File: src/rtl/uart_tx_mmio.sv
// uart_tx_fifo: generic circular-buffer FIFO used as the UART transmit queue.
// Latency: a write is visible at rd_dat on the cycle after the push edge; rd_dat shows the head combinationally.
// Backpressure: none internally; the caller must not push when full or pop when empty.
// Ports: clk/rst_n clock and async active-low reset; wr_vld/wr_dat push; rd_rdy pop; rd_dat head;
//        full/empty flags; count holds 0..DEPTH entries.
module uart_tx_fifo #(
  parameter int DW    = 8,
  parameter int DEPTH = 8,
  localparam int AW   = $clog2(DEPTH),
  localparam int CW   = AW + 1
) (
  input  logic          clk,
  input  logic          rst_n,
  input  logic          wr_vld,
  input  logic [DW-1:0] wr_dat,
  input  logic          rd_rdy,
  output logic [DW-1:0] rd_dat,
  output logic          full,
  output logic          empty,
  output logic [CW-1:0] count
);

  logic [DW-1:0] mem [DEPTH];
  logic [AW-1:0] wr_ptr;
  logic [AW-1:0] rd_ptr;

  // Storage carries no reset; only the pointers and count define validity.
  always_ff @(posedge clk) begin
    if (wr_vld) mem[wr_ptr] <= wr_dat;
  end

  // Pointers wrap naturally because DEPTH is a power of two.
  always_ff @(posedge clk or negedge rst_n) begin
    if (!rst_n) begin
      wr_ptr <= '0;
      rd_ptr <= '0;
      count  <= '0;
    end else begin
      if (wr_vld) wr_ptr <= wr_ptr + AW'(1);
      if (rd_rdy) rd_ptr <= rd_ptr + AW'(1);
      case ({wr_vld, rd_rdy})
        2'b10:   count <= count + CW'(1);
        2'b01:   count <= count - CW'(1);
        default: count <= count;
      endcase
    end
  end

  assign rd_dat = mem[rd_ptr];
  assign full   = (count == CW'(DEPTH));
  assign empty  = (count == '0);

endmodule

// uart_tx_mmio: memory-mapped 8N1 UART transmitter with a TX FIFO on the CPU bus.
// Latency: bus ack one cycle after request; first start bit begins on the edge after the ack cycle.
// Backpressure: TXDATA writes stall (mem_ready_o low) while the FIFO is full; all else acks at once.
// Ports: clk_i/rst_i clock and async active-low reset; read_i/write_i/addr_i/data_i bus request;
//        mem_ready_o one-cycle ack with registered data_o; tx_o registered serial line, idle high.
module uart_tx_mmio #(
  parameter int FIFO_DEPTH  = 8,
  parameter int DEFAULT_DIV = 434
) (
  input  logic        clk_i,
  input  logic        rst_i,
  input  logic        read_i,
  input  logic        write_i,
  input  logic [1:0]  addr_i,
  input  logic [31:0] data_i,
  output logic        mem_ready_o,
  output logic [31:0] data_o,
  output logic        tx_o
);

  localparam int CNT_W = $clog2(FIFO_DEPTH) + 1;

  localparam logic [1:0] A_TXDATA = 2'd0;
  localparam logic [1:0] A_STATUS = 2'd1;
  localparam logic [1:0] A_BAUD   = 2'd2;

  typedef enum logic [1:0] {
    S_IDLE,
    S_START,
    S_DATA,
    S_STOP
  } state_t;

  logic             fifo_full;
  logic             fifo_empty;
  logic [CNT_W-1:0] fifo_cnt;
  logic [7:0]       fifo_head;
  logic             fifo_push;
  logic             fifo_pop;
  logic [3:0]       cnt_sat;

  logic [15:0] baud_div;

  state_t      state, state_nx;
  logic [7:0]  shift, shift_nx;
  logic [2:0]  bit_idx, bit_nx;
  logic [15:0] timer, timer_nx;
  logic [15:0] div_lat, div_nx;
  logic        tx_nx;

  logic        req;
  logic        acc;
  logic        busy;
  logic [31:0] rd_val;
  logic        unused_bits;

  assign unused_bits = ^data_i[31:16];

  // ---------------------------------------------------------------- bus
  // A request is only taken while the ack is low, so a held request sees a
  // mandatory gap cycle and is never accepted twice.
  assign req       = (read_i | write_i) & ~mem_ready_o;
  assign acc       = req & ~(write_i & (addr_i == A_TXDATA) & fifo_full);
  assign fifo_push = acc & write_i & (addr_i == A_TXDATA);
  assign busy      = (state != S_IDLE);

  generate
    if (CNT_W > 4) begin : g_sat
      assign cnt_sat = (fifo_cnt > CNT_W'(15)) ? 4'hF : fifo_cnt[3:0];
    end else begin : g_nosat
      assign cnt_sat = 4'(fifo_cnt);
    end
  endgenerate

  always_comb begin
    rd_val = 32'h0;
    case (addr_i)
      A_STATUS: rd_val = {24'h0, cnt_sat, 1'b0, fifo_empty, fifo_full, busy};
      A_BAUD:   rd_val = {16'h0, baud_div};
      default:  rd_val = 32'h0;
    endcase
  end

  // Write wins when read and write are both asserted.
  always_ff @(posedge clk_i or negedge rst_i) begin
    if (!rst_i) begin
      mem_ready_o <= 1'b0;
      data_o      <= 32'h0;
      baud_div    <= 16'(DEFAULT_DIV);
    end else begin
      mem_ready_o <= acc;
      data_o      <= (acc & ~write_i) ? rd_val : 32'h0;
      if (acc & write_i & (addr_i == A_BAUD)) begin
        // A zero divisor would stall the bit timer, so clamp to one.
        baud_div <= (data_i[15:0] == 16'h0) ? 16'd1 : data_i[15:0];
      end
    end
  end

  // ---------------------------------------------------------------- fifo
  uart_tx_fifo #(
    .DW    (8),
    .DEPTH (FIFO_DEPTH)
  ) u_fifo (
    .clk    (clk_i),
    .rst_n  (rst_i),
    .wr_vld (fifo_push),
    .wr_dat (data_i[7:0]),
    .rd_rdy (fifo_pop),
    .rd_dat (fifo_head),
    .full   (fifo_full),
    .empty  (fifo_empty),
    .count  (fifo_cnt)
  );

  // ---------------------------------------------------------------- fsm
  // The divisor is latched at each pop so a mid-frame BAUD_DIV write only
  // affects the following frame. tx_o is derived from the next state so it
  // changes on the same edge as the state.
  always_comb begin
    state_nx = state;
    shift_nx = shift;
    bit_nx   = bit_idx;
    timer_nx = timer;
    div_nx   = div_lat;
    fifo_pop = 1'b0;
    tx_nx    = 1'b1;

    case (state)
      S_IDLE: begin
        if (!fifo_empty) begin
          fifo_pop = 1'b1;
          shift_nx = fifo_head;
          div_nx   = baud_div;
          timer_nx = baud_div - 16'd1;
          state_nx = S_START;
        end
      end
      S_START: begin
        if (timer == 16'd0) begin
          state_nx = S_DATA;
          bit_nx   = 3'd0;
          timer_nx = div_lat - 16'd1;
        end else begin
          timer_nx = timer - 16'd1;
        end
      end
      S_DATA: begin
        if (timer == 16'd0) begin
          timer_nx = div_lat - 16'd1;
          if (bit_idx == 3'd7) begin
            state_nx = S_STOP;
          end else begin
            bit_nx   = bit_idx + 3'd1;
            shift_nx = {1'b0, shift[7:1]};
          end
        end else begin
          timer_nx = timer - 16'd1;
        end
      end
      S_STOP: begin
        if (timer == 16'd0) begin
          if (!fifo_empty) begin
            // Back-to-back frame: no idle cycle between stop and start.
            fifo_pop = 1'b1;
            shift_nx = fifo_head;
            div_nx   = baud_div;
            timer_nx = baud_div - 16'd1;
            state_nx = S_START;
          end else begin
            state_nx = S_IDLE;
          end
        end else begin
          timer_nx = timer - 16'd1;
        end
      end
      default: state_nx = S_IDLE;
    endcase

    case (state_nx)
      S_START: tx_nx = 1'b0;
      S_DATA:  tx_nx = shift_nx[0];
      default: tx_nx = 1'b1;
    endcase
  end

  always_ff @(posedge clk_i or negedge rst_i) begin
    if (!rst_i) begin
      state   <= S_IDLE;
      shift   <= 8'h0;
      bit_idx <= 3'd0;
      timer   <= 16'd0;
      div_lat <= 16'd1;
      tx_o    <= 1'b1;
    end else begin
      state   <= state_nx;
      shift   <= shift_nx;
      bit_idx <= bit_nx;
      timer   <= timer_nx;
      div_lat <= div_nx;
      tx_o    <= tx_nx;
    end
  end

endmodule

File: config.mk
export PLATFORM = sky130hd
export DESIGN_NAME = uart_tx_mmio
export DESIGN_NICKNAME = d
export VERILOG_FILES = /design/src/rtl/uart_tx_mmio.sv
export SDC_FILE = /design/constraint.sdc
export NUM_CORES = 1
export LEC_CHECK = 0
export CORE_MARGIN = 3
export CORE_UTILIZATION = 60
export CTS_BUF_LIST = sky130_fd_sc_hd__clkbuf_4 sky130_fd_sc_hd__clkbuf_8
export DETAILED_ROUTE_END_ITERATION = 7
export HOLD_SLACK_MARGIN = 0.03
export PLACE_DENSITY = 0.82
export SLEW_MARGIN = 10
export SYNTH_ARGS = -nofsm -noshare
export SYNTH_HDL_FRONTEND = slang
export SYNTH_HIERARCHICAL = 1
export SYNTH_SLANG_ARGS = --single-unit
export TNS_END_PERCENT = 5
File: constraint.sdc
create_clock -name clk_i -period 3.42 [get_ports clk_i]
set_clock_uncertainty 0.05 [all_clocks]
set_input_delay 0.855 -clock clk_i [delete_from_list [all_inputs] [get_ports clk_i]]
set_output_delay 0.855 -clock clk_i [all_outputs]
set_load 0.005 [all_outputs]
==> metrics.cfg <==
[timing]
maxSlewViolCount = 0
fin_crit_sh_pct = 91.8
relSlewSlack_pct = 40.5
rsz0062_at_grt = false
setup_tns_ns = 0
fmax_ghz = 0.319
fin_crit_ns = 3.14
setup_viol_count_final = 0
worst-slew-pin-transition_ns = 0.892
hold_viol = 0
final.setup.worst_slack_ns = 0.281
holdWs_ns = 0.411

[placement]
dp.cells = 858
port-buffer-count = 39
dp_hpwl_mm = 11.8
place.gp.congestion = 0.855
dp_slack_ns = -0.145

[logic_synthesis]
postSynthCellCount = 644
synth.area.mux_share_pct = 11.4
syn-cell-area_um2 = 7810
synth-seq-cells = 153
synth_top_family_by_area = simple AND/OR/NAND/NOR gates
synth_warnings = 6
synth_compound_gate_area_share_pct = 9.10
synth-adder-area-share_pct = 3.04
yosys.area_share.xor_xnor_pct = 5.50
synth_edf_count = 64
ys_seq_area_share_pct = 53.3
synth-main-ff-cell = dfrtp_1
synth-simple-area-share_pct = 13.5
syn_area_per_cell_um2 = 12.1
synth_cell_types = 65
async_flop_share_pct = 58.2

[worst_setup_path]
r2r_start = timer[1]
crit_end = u_fifo/count[2]
required_ns = 3.70
start_kind = primary input
r2r_end = u_fifo/count[2]
worstPathArrival_ns = 3.42
r2r_slack_ns = 0.33
end_kind = flip-flop
crit_fanout = 2
crit_type = in2reg
crit_start = addr_i[0]
reg2reg_depth = 14

[die]
die-area_um2 = 14400
start_util_pct = 61.6
core_area_um2 = 12700
row_count = 41
io_pins = 72
floorplan.die.height_um = 120
die_width_um = 120

[final_layout]
fin_nets = 762
layoutNonFillerInstCount = 890
area_delta_synth_final_pct = 13.0
layout-drive-gt1-share_pct = 16.0
diodes = 0
utilization_pct = 69.6

[route]
ant_nets = 0
drtIter0Drc = 567
vias = 5394
dr.pass1.iters = 5
viasPerCell = 6.06
drc_errors = 0
wl_per_cell_um = 18.8
drt-total-wl_mm = 16.7

[clocking]
cts_hold_buf = 0
clk_pin_slew_ns = 0.08
clock_sinks = 153
htree_levels = 4
postCtsSetupBuffers = 0
clk-insertion-delay-late_ns = 0.45
cts_buffer_depth = 2
root_buffer = clkbuf_8
cts_buffers = 17
cts_tree = built

[grt]
grt_max_degree = 57
grt_pass1_vias = 5364
track_usage_pct = 24.4
grt_pass1_wl_mm = 27.4
gr-total-overflow = 0
antenna_found_initial = 0

[outcome]
status = completed

[power]
peakVddDrop_uv = 501
leakagePower_nw = 3.55
p_per_area_nw_per_um2 = 790

[min_path]
hold_path_class = in2async

[job]
maxCapViolCount = 0

repair_timing:
item	CTS	global route
endpoints found under the hold margin	0	0
endpoints found under the setup margin	0	1
resized for setup	0	1
where the power goes:
group          internal (mW)  switching [mW]  leakage [nW]
Combinational           1.40            1.43          1.64
Sequential              2.28           0.556          1.71
Clock                  0.611           0.689         0.195
cells by family after synthesis:
| family | Yosys count |
|---|---|
| and+or+nand+nor | 197 |
| DFF | 153 |
| AOI/OAI and AO/OA | 109 |
| buffers and inverters | 59 |
| muxes | 57 |
| xor gates and xnor gates | 49 |
| adders and majority gates | 19 |
| other | 1 |
Yosys cell counts (4+ instances only):
cell      instances  area share, %
inv_1            16           0.77
o21ai_0          21            1.3
nor3b_1           5           0.48
a21oi_1          31            2.0
nor2_1           56            2.7
or4_1             5           0.48
a22oi_1          10           0.96
xnor2_1          23            2.6
mux4_1           16            5.4
mux2_4            6            1.2
o21ai_1           6           0.38
nor4_1           14            1.1
xor2_1           26            2.9
clkbuf_1         19           0.91
buf_4            17            1.6
o22ai_1           6           0.48
or3_1             4           0.32
nand2b_1          7           0.56
nand2_1          44            2.1
a22o_1           15            1.7
mux2i_1          12            1.5
nor3_1           15           0.96
nand3_1           6           0.38
nor4b_1           4           0.45
ha_1             19            3.0
dfrtp_1          82             26
mux2_2           23            3.3
edfxtp_1         64             25
and2_1           11           0.88
dfstp_2           7            2.4
state kept, by name (all words and copies together), names as in the netlist, 3 cells and up:
name / flops
timer: 16
u_fifo/count: 4
div_lat: 16
bit_idx: 3
u_fifo/wr_ptr: 3
data_o: 16
shift: 8
u_fifo/mem: 64
baud_div: 16
u_fifo/rd_ptr: 3
layout by cell type, fill, tap and decap left out, types with 11 or more instances in the layout:
cell and instances:
clkdlybuf4s50_1 38, inv_1 16, ha_1 19, xnor2_1 23, dfrtp_1 82, o21ai_0 21
conb_1 16, xor2_1 26, a22o_1 15, mux4_1 16, clkbuf_8 17, nand2_1 44
nor4_1 13, nor2_1 56, a21oi_1 31, mux2i_1 12, nor3_1 15, and2_1 11
mux2_2 23, buf_4 32, edfxtp_1 64
final cells by class:
type	instances	area, um^2
Multi-Input combinational cell	447	3390
Inverter	16	60.1
Timing Repair Buffer	70	621
Clock buffer	20	256
Fill cell	834	3850
Tap cell	172	215
Clock inverter	12	119
Sequential cell	153	4160
through the flow:
stage               area (um^2)  power, mW
finish                     8820       6.97
CTS                        8820       6.95
floorplan                  7860       4.91
global route               8820       7.39
detailed placement         8440       5.63
global placement           8440       5.49
layer usage:
metal	global-route usage [%]	vias to the layer above	wire length, um
li1	-	2463	-
met1	33.3	2677	7170
met2	38.9	222	8130
met3	4.81	32	1050
met4	9.45	0	388
met5	0	-	0
critical path, cell delays in order:
cell,delay (ns)
clkdlybuf4s50_1,0.49
inv_1,0.07
ha_1,0.20
a311oi_1,0.32
and3_1,0.23
inv_1,0.07
ha_1,0.22
xor2_1,0.17
ha_1,0.20
a21oi_1,0.16
xor2_1,0.19
nor2_1,0.08
xor2_1,0.14
how the worst min path moves through the flow:
stage | startpoint | endpoint | slack [ns] | cells past startpoint
after floorplan | mem_ready_o | mem_ready_o | 0.42 | 1
after detailed placement | shift[7] | shift[7] | 0.45 | 2
after global placement | shift[2] | shift[2] | 0.45 | 2
final | rst_i | shift[1] | 0.41 | 1
after global routing | rst_i | u_fifo/rd_ptr[0] | 0.45 | 1
after CTS | rst_i | bit_idx[1] | 0.42 | 1
Note: power is estimated with default switching activity, not from simulation.
